## src/rtl/uart_packet_tx_pkg.sv

```systemverilog
// -----------------------------------------------------------------------------
// Structures -- shared packet types and constants for the UART packet path.
//
// Contents:
//   UART_PACKET     packet stream beat (Valid, SoP, EoP, Length, Data,
//                   Source, Destination), one data byte per beat.
//   UART_SYNC_BYTE  frame sync byte that opens every serialised packet; the
//                   receive side searches for the same value.
// -----------------------------------------------------------------------------
package Structures;

    typedef struct packed {
        logic       Valid;
        logic       SoP;
        logic       EoP;
        logic [7:0] Length;
        logic [7:0] Data;
        logic [7:0] Source;
        logic [7:0] Destination;
    } UART_PACKET;

    localparam logic [7:0] UART_SYNC_BYTE = 8'h55;

endpackage

```

## src/rtl/uart_packet_tx.sv

```systemverilog
// -----------------------------------------------------------------------------
// uart_packet_tx -- serialises a packet stream into bytes for a UART transmitter.
//
// Frame on the byte interface: 0x55, Destination, Source, Length, data bytes,
// and, when UART_PACKET_TX_CHECKSUM_EN is defined, a trailing modulo-256 sum
// of Destination, Source, Length and all data bytes.
//
// Ports:
//   ipClk        in   system clock, rising edge
//   ipReset      in   synchronous active-high reset
//   ipTxPacket   in   UART_PACKET stream beat
//   opTxReady    out  stream ready; beat accepted on ipTxPacket.Valid && opTxReady
//   opByteData   out  byte to the UART transmitter
//   opByteValid  out  opByteData valid, held stable until accepted
//   ipByteReady  in   transmitter accepts byte on opByteValid && ipByteReady
//   opBusy       out  high whenever the FSM is not IDLE
//   opError      out  one-cycle pulse per protocol error
//   opState      out  current FSM state encoding, for observation
//
// Handshakes: both interfaces are valid/ready. A transfer happens on the
// rising edge where valid and ready are both high; the sender keeps valid and
// its payload unchanged until that edge.
//
// Build option: UART_PACKET_TX_CHECKSUM_EN adds the CSUM state and checksum.
// -----------------------------------------------------------------------------
module uart_packet_tx
    import Structures::*;
(
    input  logic       ipClk,
    input  logic       ipReset,
    input  UART_PACKET ipTxPacket,
    output logic       opTxReady,
    output logic [7:0] opByteData,
    output logic       opByteValid,
    input  logic       ipByteReady,
    output logic       opBusy,
    output logic       opError,
    output logic [2:0] opState
);

    typedef enum logic [2:0] {
        IDLE  = 3'd0,
        SYNC  = 3'd1,
        DEST  = 3'd2,
        SRC   = 3'd3,
        LEN   = 3'd4,
        DATA  = 3'd5,
        FETCH = 3'd6
`ifdef UART_PACKET_TX_CHECKSUM_EN
        ,
        CSUM  = 3'd7
`endif
    } tState;

    tState      state;
    logic [7:0] destReg;
    logic [7:0] srcReg;
    logic [7:0] lenReg;
    logic [7:0] dataReg;
    logic       eopReg;
    logic [7:0] dataCount;
`ifdef UART_PACKET_TX_CHECKSUM_EN
    logic [7:0] csum;
`endif

    logic beatTaken;
    logic byteTaken;

    assign beatTaken = ipTxPacket.Valid && opTxReady;
    assign byteTaken = opByteValid && ipByteReady;
    assign opState   = state;

    always_ff @(posedge ipClk) begin
        if (ipReset) begin
            state       <= IDLE;
            opTxReady   <= 1'b1;
            opByteValid <= 1'b0;
            opByteData  <= 8'h00;
            opBusy      <= 1'b0;
            opError     <= 1'b0;
            destReg     <= 8'h00;
            srcReg      <= 8'h00;
            lenReg      <= 8'h00;
            dataReg     <= 8'h00;
            eopReg      <= 1'b0;
            dataCount   <= 8'h00;
`ifdef UART_PACKET_TX_CHECKSUM_EN
            csum        <= 8'h00;
`endif
        end else begin
            opError <= 1'b0;
            case (state)
                IDLE: begin
                    if (beatTaken) begin
                        if (ipTxPacket.SoP) begin
                            destReg     <= ipTxPacket.Destination;
                            srcReg      <= ipTxPacket.Source;
                            lenReg      <= ipTxPacket.Length;
                            dataReg     <= ipTxPacket.Data;
                            eopReg      <= ipTxPacket.EoP;
                            dataCount   <= 8'h00;
`ifdef UART_PACKET_TX_CHECKSUM_EN
                            csum        <= ipTxPacket.Destination + ipTxPacket.Source
                                         + ipTxPacket.Length;
`endif
                            state       <= SYNC;
                            opTxReady   <= 1'b0;
                            opByteValid <= 1'b1;
                            opByteData  <= UART_SYNC_BYTE;
                            opBusy      <= 1'b1;
                        end else begin
                            // Orphan beat outside a packet: drop it.
                            opError <= 1'b1;
                        end
                    end
                end
                SYNC: if (byteTaken) begin
                    state      <= DEST;
                    opByteData <= destReg;
                end
                DEST: if (byteTaken) begin
                    state      <= SRC;
                    opByteData <= srcReg;
                end
                SRC: if (byteTaken) begin
                    state      <= LEN;
                    opByteData <= lenReg;
                end
                LEN: if (byteTaken) begin
                    state      <= DATA;
                    opByteData <= dataReg;
                end
                DATA: begin
                    if (byteTaken) begin
                        dataCount <= dataCount + 8'd1;
`ifdef UART_PACKET_TX_CHECKSUM_EN
                        csum      <= csum + opByteData;
`endif
                        if (eopReg) begin
                            // Count includes the byte being accepted now.
                            if (dataCount + 8'd1 != lenReg)
                                opError <= 1'b1;
`ifdef UART_PACKET_TX_CHECKSUM_EN
                            state      <= CSUM;
                            opByteData <= csum + opByteData;
`else
                            state       <= IDLE;
                            opByteValid <= 1'b0;
                            opTxReady   <= 1'b1;
                            opBusy      <= 1'b0;
`endif
                        end else begin
                            state       <= FETCH;
                            opByteValid <= 1'b0;
                            opTxReady   <= 1'b1;
                        end
                    end
                end
                FETCH: begin
                    if (beatTaken) begin
                        // A stray SoP mid-packet is flagged but the byte is kept as data.
                        if (ipTxPacket.SoP)
                            opError <= 1'b1;
                        eopReg      <= ipTxPacket.EoP;
                        state       <= DATA;
                        opByteValid <= 1'b1;
                        opByteData  <= ipTxPacket.Data;
                        opTxReady   <= 1'b0;
                    end
                end
`ifdef UART_PACKET_TX_CHECKSUM_EN
                CSUM: if (byteTaken) begin
                    state       <= IDLE;
                    opByteValid <= 1'b0;
                    opTxReady   <= 1'b1;
                    opBusy      <= 1'b0;
                end
`endif
                default: begin
                    state       <= IDLE;
                    opByteValid <= 1'b0;
                    opTxReady   <= 1'b1;
                    opBusy      <= 1'b0;
                end
            endcase
        end
    end

endmodule
```

## config.mk

```make
export PLATFORM = sky130hd
export DESIGN_NAME = uart_packet_tx
export DESIGN_NICKNAME = d
export VERILOG_FILES = /design/src/rtl/uart_packet_tx_pkg.sv /design/src/rtl/uart_packet_tx.sv
export SDC_FILE = /design/constraint.sdc
export NUM_CORES = 1
export LEC_CHECK = 0
export BUFFER_PORTS_ARGS = -buffer_cell sky130_fd_sc_hd__buf_2
export CAP_MARGIN = 40
export CORE_ASPECT_RATIO = 0.75
export CORE_MARGIN = 4
export CORE_UTILIZATION = 45
export DETAILED_ROUTE_END_ITERATION = 7
export PLACE_DENSITY = 0.73
export RECOVER_POWER = 50
export SYNTH_ARGS = -nofsm -noshare
export SYNTH_HDL_FRONTEND = slang
export SYNTH_SLANG_ARGS = --single-unit
```

## constraint.sdc

```tcl
create_clock -name ipClk -period 1.8 [get_ports ipClk]
set_clock_uncertainty 0.05 [all_clocks]
set_input_delay 0 -clock ipClk [delete_from_list [all_inputs] [get_ports ipClk]]
set_output_delay 0 -clock ipClk [all_outputs]
set_load 0.02 [all_outputs]
```

Word-level counts from Yosys, hierarchy flattened --
Index checks and enable logic that the tools add are counted.
Storage, ports and cells: register bits after elaboration 56, latch bits 0, bits in writable memories 0, ROM bits 0, input bits 38, output and inout port bits 15, logic and storage cells 93, memories kept 0
Cells by class: $add $sub $neg 1, multiply operators 0, divide/modulo/power cells 0, $lt $le $gt $ge 0, eq/ne operators 16, shift operators 0, muxes and demuxes 47, bitwise gates (word level) 2, reductions and logical operators 15
Operator list (count):
- two-way mux 8 bit | 10
- case mux 8 bit (6 select lines) | 1
- two-way mux 3 bit | 9
- case mux 3 bit (7 select lines) | 1
- two-way mux 1 bit | 20
- inequality test 2 bit, second input constant | 9
- case mux 8 bit (2 select lines) | 1
- AND reduction 8 bit | 2
- AND reduction 5 bit | 2
- equality test 3 bit, second input constant | 3
- adder 8 x 1 -> 8 bit, second input constant | 1
- inequality test 8 bit | 1
- case mux 1 bit (4 select lines) | 2
- AND reduction 4 bit | 2
- equality test 3 x 2 -> 1 bit, second input constant | 2
- case mux 1 bit (3 select lines) | 2
- nonzero test 6 bit | 1
- OR reduction 5 bit | 1
- nonzero test 2 bit | 2
- OR reduction 4 bit | 1
- equality test 3 x 1 -> 1 bit, second input constant | 1
- logical NOT 3 bit | 1
- AND reduction 3 bit | 1
- logical AND 1 bit | 2
- other kinds (2) | 3

Logic depth before layout (Yosys ltp) --
Gate-level depths: netlist (run 1).
depth in word-level cells 6, gate-level depth with buffers 7, mapped depth without buffers 5

Least setup slack after synthesis (run 1) --
Ideal clock, no wire load.
path kind reg-to-reg, start register dataCount[0], end register opError, setup time 0.132 ns, arrival time 1.537 ns, data required time 1.618 ns, setup slack 0.082 ns, cell stages (with the launch flop) 7, path buffers 1, period minus slack after synthesis 1.718 ns, cells stage by stage dfxtp_1 ha_1 and3_1 buf_2 a31o_1 a2111oi_0 a31oi_1
Between the ends: word-level cells in the longest chain between the ends 6
RTL lines:
- from (decl) | line uart_packet_tx.sv:61 | logic [7:0] dataCount;
- from (signal assigned) | line uart_packet_tx.sv:135 | dataCount <= dataCount + 8'd1;
- adder 8 x 1 -> 8 bit | line uart_packet_tx.sv:141 | if (dataCount + 8'd1 != lenReg)
- inequality test 8 bit | line uart_packet_tx.sv:141
- two-way mux 1 bit | line uart_packet_tx.sv:141
- two-way mux 1 bit | line uart_packet_tx.sv:139 | if (eopReg) begin
- two-way mux 1 bit | line uart_packet_tx.sv:134 | if (byteTaken) begin
- case mux 1 bit (3 select lines) | line uart_packet_tx.sv:92 | case (state)
- to (signal assigned) | line uart_packet_tx.sv:91 | opError <= 1'b0;
- to (signal assigned) | line uart_packet_tx.sv:113 | opError <= 1'b1;
- to (signal assigned) | line uart_packet_tx.sv:142 | opError <= 1'b1;
- to (decl) | line uart_packet_tx.sv:37 | output logic opError,
No other way between the ends. A chain may end at the register's enable or synchronous reset.

Final worst setup path (run 1) --
start register state[1], in the netlist opState[1], end register srcReg[6]
Between the ends: word-level cells in the longest chain between the ends 2
RTL lines:
- from (decl) | line uart_packet_tx.sv:55 | tState state;
- from (signal assigned) | line uart_packet_tx.sv:75 | state <= IDLE;
- from (signal assigned) | line uart_packet_tx.sv:106 | state <= SYNC;
- from (signal assigned) | line uart_packet_tx.sv:118 | state <= DEST;
- logical NOT 3 bit | line uart_packet_tx.sv:92
- AND reduction 3 bit (no source line)
- to (signal assigned) | line uart_packet_tx.sv:97 | srcReg <= ipTxPacket.Source;
- to (decl) | line uart_packet_tx.sv:57 | logic [7:0] srcReg;
No other way between the ends.

==> impl_metrics.tcl, run 1 <==
set metrics [dict create \
    timing.reg2reg.setup_slack_ns 0.07 \
    antenna_violating_nets_post_route 0 \
    timing.critical_path.arrival_ns 1.93 \
    drtIter0Drc 176 \
    fin_tns_setup_ns 0 \
    fillers 558 \
    antenna_found_initial 0 \
    design.die.area_sq_um 7890 \
    setup_slack_ns 0.0662 \
    power.static_leakage_nw 1.44 \
    final_area_sq_um 3780 \
    finalSetupViolations 0 \
    remaining_drc_errors 0 \
    total_nets_after_synthesis 405 \
    grt.overflow.total 0 \
    dieHeight_microns 77.9 \
    maximum_number_of_pins_on_one_net_before_global_route_repair 46 \
    clock_tree.buffer_depth 2 \
    worstHoldPathCells 4 \
    timing.critical_path.from_type "flop" \
    vias 2970 \
    dr.pass1.iters 5 \
    syn_avg_cell_area_sq_um 8.02 \
    crit-reg2reg-capture "srcReg[6]$_SDFFE_PP0P_" \
    clk-insertion-delay-late_ns 0.31 \
    ctsRootBufferMaster "sky130_fd_sc_hd__clkbuf_8" \
    maxCapViolations 0 \
    synth_ff_type "sky130_fd_sc_hd__dfxtp_1" \
    critical_path_max_stage_delay_ns 0.41 \
    critPathKind "reg -> reg" \
    drt-total-wl_mm 8.08 \
    final_core_util_pct 59.8 \
    final_max_slew_viol_count 0 \
    cts_buffers 5 \
    netlist.area_leader.share_pct 38.2 \
    hold_wc_path_type "in -> reg" \
    floorplan.die.width_microns 101 \
    number_of_nets_in_the_layout 492 \
    synth-seq-area-share_pct 38.2 \
    floorplan.initialDensity_pct 46.4 \
    vdd_drop_max_mv 0.355 \
    globalplace.congestion 0.915 \
    cpLargestDelayFamily "buffers and inverters" \
    antenna_cells 0 \
    synthesis.instances 366 \
    synthDistinctLibCells 54 \
    timing.critical_path.required_ns 1.99 \
    num_io_pins 53 \
    netlist_area_sq_um 2930 \
    period_needed_ns 1.73 \
    row_count 25 \
    rr_startpoint "opState[1]$_SDFFE_PP0P_" \
    run_status "finished clean" \
    layout-drive-gt1-share_pct 19.4 \
    synth-async-reset-ratio_pct 0 \
    flow.area_growth_from_synthesis_pct 28.7 \
    clock_tree_from_tritoncts "yes" \
    number_of_global_route_vias_before_repair 2828 \
    synth.top_cells.by_area "sky130_fd_sc_hd__dfxtp_1 38%, sky130_fd_sc_hd__nand2_1 10%, sky130_fd_sc_hd__a21oi_1 9.0%" \
    min_from "ipByteReady" \
    clock_sink_count 56 \
    ys_top_cells_by_count "78 x sky130_fd_sc_hd__nand2_1, 56 x sky130_fd_sc_hd__dfxtp_1, 53 x sky130_fd_sc_hd__a21oi_1, 16 x sky130_fd_sc_hd__buf_2, 13 x sky130_fd_sc_hd__a211oi_1" \
    setup_slack_at_placement_ns 0.0714 \
    achievable-frequency_mhz 577 \
    clk_pin_slew_worst_paths_ns 0.10 \
    ff2ff_path_depth 6 \
    wl_per_cell_microns 15.1 \
    total_power_mw 2.44 \
    end_kind "flop" \
    crit_path_max_fanout 32 \
    avgViaCountPerCell 5.55 \
    htreeDepth 2 \
    yosys_warnings 0 \
    timing.hold.worst_endpoint "opState[0]$_SDFFE_PP0P_" \
    globalRouteTotalUtil_pct 20.6 \
    period_share_pct 96.3 \
    io_buffer_count 52 \
    timing.critical_path.buf_inv 3 \
    max-slew-margin-rel_pct 69.5 \
    hold_viol 0 \
    slew_at_the_pin_with_the_worst_max_slew_slack_ns 0.455 \
    slowest_stage "sky130_fd_sc_hd__nor3_2" \
    placed_area_sq_um 3350 \
    count_leader_synth "sky130_fd_sc_hd__nand2_1" \
    cp_cell_sequence "buf_6 > clkbuf_2 > nor3_2 > buf_12 > nand2_1 > a21oi_1" \
    setup_repair_after_global_routing_missed_its_margin "false" \
    global_route_wire_length_before_repair_mm 13.4 \
    synth-edff-count 0 \
    synthDominantAreaCellType "sky130_fd_sc_hd__dfxtp_1" \
    register_bit_total_from_synthesis 56 \
    placeableCoreArea_sq_um 6320 \
    hpwlAfterDp_mm 5.46 \
    power_density_over_the_cells_nw_per_um2 646 \
]
## per-layer routing
layer / up-vias / global-route usage, % / part of all wire [%] / routed length [microns]
met5: - / 0 / 0 / 0
met4: 0 / 4.65 / 0.66 / 53
met3: 6 / 3.41 / 5.0 / 403
met2: 88 / 32.6 / 44 / 3590
met1: 1395 / 29.4 / 50 / 4030
li1: 1481 / - / - / -
## power by group
group | total, mW | switching (mW) | internal (mW)
clock | 0.688 | 0.410 | 0.278
sequential | 1.34 | 0.0487 | 1.29
combinational | 0.410 | 0.217 | 0.193
total | 2.44 | 0.676 | 1.76
## what timing repair did
action                                  4_1_cts  5_1_grt
hold endpoints to repair                     40        0
endpoints found under the setup margin        0       16
gates resized for setup                       0        7
hold buffers                                 34        0
buffers inserted                              0        1
## tightest hold or removal path, cell delays in order
cell                      delay, ns
sky130_fd_sc_hd__buf_2         0.17
sky130_fd_sc_hd__nand2_1       0.13
sky130_fd_sc_hd__nand3_1       0.11
sky130_fd_sc_hd__a21oi_1       0.06
## kinds of logic (layout without fill, tap and decap cells)
| family | Yosys count | count (layout) | synth area share (%) |
|---|---|---|---|
| buffers and inverters | 38 | 126 | 6.31 |
| flip-flops | 56 | 56 | 38.2 |
| AO/OA/AOI/OAI | 108 | 108 | 23.2 |
| adder cells (fa/ha/maj) | 1 | 1 | 0.426 |
| XOR/XNOR | 10 | 10 | 2.99 |
| multiplexers | 16 | 16 | 5.71 |
| AND/OR/NAND/NOR | 137 | 137 | 23.1 |
## registers in the layout, indices dropped and copies added (netlist names)
name and flops:
opBusy 1, destReg 8, dataCount 8, eopReg 1, opState 3, dataReg 8
srcReg 8, lenReg 8, opTxReady 1, opError 1, opByteValid 1, opByteData 8
## per-stage QoR
step,cells,hold slack [ns]
final,535,0.154
after floorplan,366,0.0860
after global placement,492,0.185
after global routing,535,0.181
after CTS,534,0.118
after detailed placement,492,0.195
## placed cells by master, fill, tap and decap left out, types with 5 or more instances in the layout
master,instances
sky130_fd_sc_hd__nand2_1,78
sky130_fd_sc_hd__dfxtp_1,55
sky130_fd_sc_hd__a21oi_1,53
sky130_fd_sc_hd__buf_2,40
sky130_fd_sc_hd__dlygate4sd3_1,34
sky130_fd_sc_hd__buf_4,16
sky130_fd_sc_hd__clkbuf_1,15
sky130_fd_sc_hd__a211oi_1,13
sky130_fd_sc_hd__nand3_1,12
sky130_fd_sc_hd__nor2_1,11
sky130_fd_sc_hd__o21ai_0,11
sky130_fd_sc_hd__mux2i_1,10
sky130_fd_sc_hd__inv_1,9
sky130_fd_sc_hd__xor2_1,8
sky130_fd_sc_hd__and3_1,6
sky130_fd_sc_hd__mux2_2,6
sky130_fd_sc_hd__o22ai_1,5
sky130_fd_sc_hd__clkbuf_8,5
## worst max-delay path by stage
stage	startpoint	endpoint	slack [ns]	depth (start not counted)
3_5_place_dp	opState[2]$_SDFFE_PP0P_	opByteData[6]$_SDFFE_PP0P_	0.07	4
2_1_floorplan	dataCount[0]$_SDFFE_PP0P_	opError$_SDFF_PP0_	0.08	6
5_1_grt	opState[1]$_SDFFE_PP0P_	dataCount[7]$_SDFFE_PP0P_	0.001	5
3_3_place_gp	opState[2]$_SDFFE_PP0P_	opByteData[4]$_SDFFE_PP0P_	0.12	5
6_report	opState[1]$_SDFFE_PP0P_	srcReg[6]$_SDFFE_PP0P_	0.07	6
4_1_cts	opState[2]$_SDFFE_PP0P_	dataCount[7]$_SDFFE_PP0P_	0.05	4
## final cells by class
type / count / area, sq um / area share (%)
multi-input cells: 272 / 1640 / 43.5
well taps: 81 / 101 / 2.68
inverters: 9 / 33.8 / 0.894
clock buffers: 6 / 72.6 / 1.92
clock inverters: 2 / 16.3 / 0.431
repair buffers: 109 / 790 / 20.9
flip-flops and latches: 56 / 1120 / 29.7
(Power assumes the default switching activity.)
==> run 2, diff against run 1 <==
--- a/config.mk
+++ b/config.mk
@@ -5,13 +5,15 @@
 export SDC_FILE = /design/constraint.sdc
 export NUM_CORES = 1
 export LEC_CHECK = 0
+export ABC_AREA = 1
 export BUFFER_PORTS_ARGS = -buffer_cell sky130_fd_sc_hd__buf_2
 export CAP_MARGIN = 40
 export CORE_ASPECT_RATIO = 0.75
 export CORE_MARGIN = 4
 export CORE_UTILIZATION = 45
+export CTS_BUF_LIST = sky130_fd_sc_hd__clkbuf_8
 export DETAILED_ROUTE_END_ITERATION = 7
-export PLACE_DENSITY = 0.73
+export PLACE_DENSITY = 0.75
 export RECOVER_POWER = 50
 export SYNTH_ARGS = -nofsm -noshare
 export SYNTH_HDL_FRONTEND = slang
==> run 2 against run 1 <==
Clock power up 2%; maximum frequency up 3.9%; register-to-register slack better by 0.06 ns; highest routed layer unchanged; utilization up 1.2 points.
==> impl_metrics.tcl, run 2 <==
set metrics [dict create \
    reg_area_sq_um 1130 \
    clock_sink_count 56 \
    synthDistinctLibCells 33 \
    number_of_global_route_vias_before_repair 2708 \
    timing.critical_path.buf_inv 1 \
    end_kind "flop" \
    clk_pin_slew_worst_paths_ns 0.10 \
    max-slew-margin-rel_pct 73.8 \
    achievable-frequency_mhz 599 \
    yosys_warnings 0 \
    total_nets_after_synthesis 434 \
    crit_path_max_fanout 8 \
    synth_ff_type "sky130_fd_sc_hd__dfxtp_1" \
    synth-seq-area-share_pct 40.3 \
    globalplace.congestion 0.962 \
    remaining_drc_errors 0 \
    power_density_over_the_cells_nw_per_um2 1130 \
    ctsRootBufferMaster "sky130_fd_sc_hd__clkbuf_8" \
    ff2ff_path_depth 7 \
    timing.critical_path.arrival_ns 1.83 \
    final_common_cell "sky130_fd_sc_hd__nand2_1" \
    antenna_found_initial 0 \
    synthesis.instances 395 \
    design.die.area_sq_um 7520 \
    vias 2957 \
    floorplan.initialDensity_pct 47.1 \
    drt-total-wl_mm 7.93 \
    antenna_cells 0 \
    crit-reg2reg-capture "opByteData[0]$_SDFFE_PP0P_" \
    wl_met1_mm 3.73 \
    dr.pass1.iters 5 \
    hold_viol 0 \
    power.static_leakage_nw 1.51 \
    maximum_number_of_pins_on_one_net_before_global_route_repair 41 \
    synthDominantAreaCellType "sky130_fd_sc_hd__dfxtp_1" \
    io_buffer_count 52 \
    non_filler_instance_count_after_layout 567 \
    placeableCoreArea_sq_um 5920 \
    globalRouteTotalUtil_pct 20.9 \
    netlist.area_leader.share_pct 40.3 \
    avgViaCountPerCell 5.22 \
    global_route_wire_length_before_repair_mm 13.1 \
    wl_per_cell_microns 14.0 \
    clock_tree.buffer_depth 2 \
    final_core_util_pct 61.0 \
    synth.top_cells.by_area "sky130_fd_sc_hd__dfxtp_1 40%, sky130_fd_sc_hd__nand2_1 9.4%, sky130_fd_sc_hd__nor2_1 7.8%" \
    clk-insertion-delay-late_ns 0.32 \
    timing.critical_path.from_type "flop" \
    critPathKind "reg -> reg" \
    period_share_pct 92.7 \
    netlist_area_sq_um 2780 \
    register_bit_total_from_synthesis 56 \
    crit_cells 7 \
    finalSetupViolations 0 \
    floorplan.die.width_microns 98.8 \
    timing.reg2reg.setup_slack_ns 0.13 \
    hold_wc_path_type "in -> reg" \
    row_count 24 \
    syn_avg_cell_area_sq_um 7.05 \
    clock_tree_from_tritoncts "yes" \
    antenna_violating_nets_post_route 0 \
    drtIter0Drc 235 \
    topRoutingLayerUsed "met4" \
    run_status "finished clean" \
    hpwlAfterDp_mm 5.54 \
    critical_path_sink "opByteData[0]$_SDFFE_PP0P_" \
    met2WireLength_mm 3.50 \
    mostFrequentLayoutCells "70 x sky130_fd_sc_hd__nand2_1, 57 x sky130_fd_sc_hd__nor2_1, 52 x sky130_fd_sc_hd__dfxtp_1" \
    layout-drive-gt1-share_pct 20.0 \
    timing.critical_path.required_ns 1.96 \
    final_max_slew_viol_count 0 \
    num_io_pins 53 \
    cp_cell_sequence "inv_2 > nand2_2 > nor2_4 > a21oi_4 > nand4_4 > nor3_1 > nor2_1" \
    critical_path_max_stage_delay_ns 0.51 \
    htreeDepth 2 \
    ys_top_cells_by_count "70 x sky130_fd_sc_hd__nand2_1, 58 x sky130_fd_sc_hd__nor2_1, 56 x sky130_fd_sc_hd__dfxtp_1, 41 x sky130_fd_sc_hd__o21ai_0, 37 x sky130_fd_sc_hd__inv_1" \
    grt.overflow.total 0 \
    slowest_stage "sky130_fd_sc_hd__dfxtp_1" \
    maxCapViolations 0 \
    cts_buffers 5 \
    flow.area_growth_from_synthesis_pct 29.5 \
    slew_at_the_pin_with_the_worst_max_slew_slack_ns 0.393 \
    vdd_drop_max_mv 0.481 \
    count_leader_synth "sky130_fd_sc_hd__nand2_1" \
    rr_startpoint "opState[0]$_SDFFE_PP0P_" \
    synth-edff-count 0 \
    multi_input_comb_area_sq_um 1440 \
    startpoint "opState[0]$_SDFFE_PP0P_" \
    dpl.cell_count 523 \
    period_needed_ns 1.67 \
    dieHeight_microns 76.1 \
    met3_length_microns 619 \
    number_of_nets_in_the_layout 527 \
    synth-async-reset-ratio_pct 0 \
    cpLargestDelayFamily "simple AND/OR/NAND/NOR gates" \
    fillers 541 \
]
==> run 2: cell types whose count changed after synthesis, moves of 8 or more <==
cell,previous run,this run
sky130_fd_sc_hd__nand2_1,78,70
sky130_fd_sc_hd__nand3_1,12,36
sky130_fd_sc_hd__a211oi_1,13,0
sky130_fd_sc_hd__mux2i_1,10,0
sky130_fd_sc_hd__o21ai_0,11,41
sky130_fd_sc_hd__nor2_1,11,58
sky130_fd_sc_hd__a21oi_1,53,32
sky130_fd_sc_hd__buf_2,16,4
sky130_fd_sc_hd__inv_1,9,37
==> run 2: power by group <==
group          total (mW)  switching, mW  internal [mW]
sequential           1.68          0.184           1.50
clock               0.702          0.429          0.273
combinational        1.70           1.10          0.600
total                4.08           1.71           2.37
==> run 2: what timing repair did <==
item	4_1_cts	5_1_grt
resized for setup	1	7
endpoints found under the hold margin	36	0
buffers inserted	0	2
hold buffers	34	0
pin swaps	0	2
endpoints found under the setup margin	10	46
==> run 2: logic make-up (layout without fill, tap and decap cells) <==
logic type | count (synthesis) | after routing | synth area share (%)
buffers and inverters | 56 | 150 | 8.54
AO/OA/AOI/OAI | 98 | 98 | 21.2
flip-flops | 56 | 56 | 40.3
XOR/XNOR | 2 | 2 | 0.629
adder cells (fa/ha/maj) | 1 | 1 | 0.449
AND/OR/NAND/NOR | 182 | 182 | 28.9
==> run 2: cell type report <==
class                   instances  area share [%]
flip-flops and latches         56            31.2
repair buffers                101            19.3
clock buffers                   5            1.91
inverters                      41            4.55
well taps                      78            2.71
clock inverters                 3           0.555
multi-input cells             283            39.8
==> run 2: worst min-delay path by stage <==
stage	from	end	slack, ns	depth (start not counted)
2_1_floorplan	ipTxPacket[16]	dataReg[0]$_SDFFE_PP0P_	0.08	2
3_5_place_dp	ipTxPacket[5]	destReg[5]$_SDFFE_PP0P_	0.18	3
4_1_cts	ipReset	opByteData[1]$_SDFFE_PP0P_	0.06	3
3_3_place_gp	ipTxPacket[25]	lenReg[1]$_SDFFE_PP0P_	0.17	3
6_report	ipReset	opByteData[7]$_SDFFE_PP0P_	0.07	3
5_1_grt	ipReset	opByteData[7]$_SDFFE_PP0P_	0.07	3
==> run 2: through the flow <==
| step | setup slack [ns] | setup TNS [ns] | total power, mW | instance area [sq um] | hold WS (ns) |
|---|---|---|---|---|---|
| 5_1_grt | -0.00568 | -0.00706 | 4.34 | 3610 | 0.0720 |
| 3_3_place_gp | 0.0580 | 0 | 3.29 | 3160 | 0.173 |
| 2_1_floorplan | 0.169 | 0 | 2.85 | 2780 | 0.0849 |
| 6_report | 0.131 | 0 | 4.08 | 3610 | 0.0703 |
| 3_5_place_dp | -0.0130 | -0.0608 | 3.31 | 3160 | 0.177 |
| 4_1_cts | 0.0500 | 0 | 4.06 | 3590 | 0.0584 |
==> run 2: routing by layer <==
layer | up-vias | track usage (%)
met2 | 129 | 31.8
li1 | 1483 | -
met4 | 0 | 6.14
met1 | 1338 | 30.1
met3 | 7 | 3.75
met5 | - | 0
==> run 2: worst reg2reg max path, stage by stage, from the launching register on <==
cell	delay, ns
sky130_fd_sc_hd__dfxtp_1	0.51
sky130_fd_sc_hd__inv_2	0.10
sky130_fd_sc_hd__nand2_2	0.10
sky130_fd_sc_hd__nor2_4	0.06
sky130_fd_sc_hd__a21oi_4	0.18
sky130_fd_sc_hd__nand4_4	0.23
sky130_fd_sc_hd__nor3_1	0.28
sky130_fd_sc_hd__nor2_1	0.07
==> run 3, diff against run 2 <==
==> constraint.sdc (replaced) <==
create_clock -name ipClk -period 1.8 [get_ports ipClk]
set_clock_uncertainty 0.05 [all_clocks]
set_input_delay 0.18 -clock ipClk [delete_from_list [all_inputs] [get_ports ipClk]]
set_output_delay 0.18 -clock ipClk [all_outputs]
set_load 0.02 [all_outputs]
==> run 3 against run 2 <==
Count of clock-buffer cells in the layout did not move; sequential share of layout area rose by 3.2 points; global-route usage fell by 1.1 points; setup slack got worse by 0.0042 ns; largest cell class unchanged.
==> impl_metrics.tcl, run 3 (synthesized netlist as in run 2, its figures left out) <==
set metrics [dict create \
    io_buffer_count 52 \
    maximum_number_of_pins_on_one_net_before_global_route_repair 41 \
    clock_tree_from_tritoncts "yes" \
    vdd_drop_max_mv 0.477 \
    busiest_layer "met1" \
    timing.critical_path.required_ns 1.96 \
    critical_path_sink "opByteData[0]$_SDFFE_PP0P_" \
    crit_path_max_fanout 8 \
    cell_internal_pwr_mw 2.33 \
    power.share.switching_pct 42.2 \
    floorplan.die.width_microns 98.8 \
    hpwlAfterDp_mm 5.54 \
    rr_startpoint "opState[0]$_SDFFE_PP0P_" \
    flow.area_growth_from_synthesis_pct 17.4 \
    wl_per_cell_microns 14.1 \
    layout-drive-gt1-share_pct 21.8 \
    row_count 24 \
    maxCapViolations 0 \
    hold_wc_path_type "in -> reg" \
    antenna_cells 0 \
    clock_tree.buffer_depth 2 \
    comb_power_share_pct 40.7 \
    period_needed_ns 1.67 \
    floorplan.initialDensity_pct 47.1 \
    setup_slack_ns 0.126 \
    finalSetupViolations 0 \
    netSwitchingPower_mw 1.70 \
    number_of_nets_in_the_layout 493 \
    ctsRootBufferMaster "sky130_fd_sc_hd__clkbuf_8" \
    crit-reg2reg-capture "opByteData[0]$_SDFFE_PP0P_" \
    power.static_leakage_nw 1.38 \
    antenna_found_initial 0 \
    fillers 578 \
    power_density_over_the_cells_nw_per_um2 1230 \
    global_route_wire_length_before_repair_mm 12.4 \
    clk-insertion-delay-late_ns 0.32 \
    gr-usage-met3_pct 3.75 \
    dieHeight_microns 76.1 \
    num_io_pins 53 \
    cts_buffers 5 \
    worstHoldPathCells 3 \
    timing.critical_path.from_type "flop" \
    design.die.area_sq_um 7520 \
    dr.pass1.iters 5 \
    critical_path_max_stage_delay_ns 0.51 \
    holdBufCountCts 0 \
    end_kind "flop" \
    globalRouteMet2Util_pct 29.4 \
    slew_at_the_pin_with_the_worst_max_slew_slack_ns 0.390 \
    timing.reg2reg.setup_slack_ns 0.13 \
    hold_viol 0 \
    globalRouteTotalUtil_pct 19.8 \
    total_power_mw 4.02 \
    run_status "finished clean" \
    setup_slack_at_placement_ns -0.0130 \
    period_share_pct 93.0 \
    startpoint "opState[0]$_SDFFE_PP0P_" \
    drt-total-wl_mm 7.54 \
    ff2ff_path_depth 7 \
    global_route.usage.met1_pct 29.4 \
    globalplace.congestion 0.962 \
    clock_sink_count 56 \
    final_common_cell "sky130_fd_sc_hd__nand2_1" \
    remaining_drc_errors 0 \
    htreeDepth 2 \
    fraction_of_power_consumed_by_sequential_logic_pct 41.8 \
    grt.overflow.total 0 \
    final_max_slew_viol_count 0 \
    achievable-frequency_mhz 598 \
    placeableCoreArea_sq_um 5920 \
    avgViaCountPerCell 5.26 \
    vias 2806 \
    drtIter0Drc 203 \
    clock_power_share_pct 17.5 \
    mostFrequentLayoutCells "70 x sky130_fd_sc_hd__nand2_1, 57 x sky130_fd_sc_hd__nor2_1, 52 x sky130_fd_sc_hd__dfxtp_1" \
    critPathKind "reg -> reg" \
    number_of_global_route_vias_before_repair 2554 \
    max-slew-margin-rel_pct 74.0 \
    clk_pin_slew_worst_paths_ns 0.10 \
    cp_cell_sequence "inv_2 > nand2_2 > nor2_4 > a21oi_4 > nand4_4 > nor3_1 > nor2_1" \
    antenna_violating_nets_post_route 0 \
    slowest_stage "sky130_fd_sc_hd__dfxtp_1" \
    fin_tns_setup_ns 0 \
    timing.critical_path.arrival_ns 1.84 \
]
run 3: cell count changes in the layout (fill, tap and decap cells not counted), sizes merged:
cell	change
clkbuf	-1
dlygate4sd3	-34
buf	+1
run 3: worst min-delay path by stage:
stage | from | end | slack, ns
2_1_floorplan | ipTxPacket[16] | dataReg[0]$_SDFFE_PP0P_ | 0.26
3_3_place_gp | ipTxPacket[25] | lenReg[1]$_SDFFE_PP0P_ | 0.35
3_5_place_dp | ipTxPacket[5] | destReg[5]$_SDFFE_PP0P_ | 0.36
4_1_cts | ipTxPacket[5] | destReg[5]$_SDFFE_PP0P_ | 0.02
5_1_grt | ipTxPacket[5] | destReg[5]$_SDFFE_PP0P_ | 0.03
6_report | ipTxPacket[25] | lenReg[1]$_SDFFE_PP0P_ | 0.03
run 3: power groups by stage:
stage	Combinational, mW	Clock [mW]	Sequential (mW)
6_report	1.64	0.705	1.68
5_1_grt	1.82	0.764	1.71
4_1_cts	1.61	0.720	1.68
3_5_place_dp	1.60	0	1.70
3_3_place_gp	1.59	0	1.69
2_1_floorplan	1.10	0	1.75
run 3: area by class of cell:
cell class / count / area, sq um / share of cell area (%)
multi-input cells: 283 / 1440 / 43.9
flip-flops and latches: 56 / 1130 / 34.4
repair buffers: 67 / 358 / 10.9
inverters: 41 / 164 / 5.01
well taps: 78 / 97.6 / 2.99
clock buffers: 5 / 68.8 / 2.10
clock inverters: 3 / 20.0 / 0.612
run 3: worst max-delay path: cells and delay by family, from the launching register on:
| family | cells | cell delay, ns |
|---|---|---|
| flip-flops | 1 | 0.51 |
| buffers and inverters | 1 | 0.10 |
| AO/OA/AOI/OAI | 1 | 0.18 |
| AND/OR/NAND/NOR | 5 | 0.73 |
run 3: per-stage QoR:
step,util [%],hold WS (ns),instance area (sq um),cells
floorplan,-,0.265,2780,395
global placement,53.5,0.353,3160,523
detailed placement,53.5,0.357,3160,523
CTS,55.0,0.0216,3250,531
global route,55.3,0.0329,3270,533
finish,55.3,0.0295,3270,533
run 3: metal layers:
metal / wire, microns / part of all wire, % / up-vias
li1: - / - / 1416
met4: 66 / 0.88 / 0
met3: 693 / 9.2 / 9
met5: 0 / 0 / -
met2: 3160 / 42 / 115
met1: 3610 / 48 / 1266
run 3: repair_timing:
action,in CTS,in global routing
pin swaps,0,2
buffers inserted,0,2
setup endpoints to repair,10,46
resized for setup,1,7
gates cloned,0,0
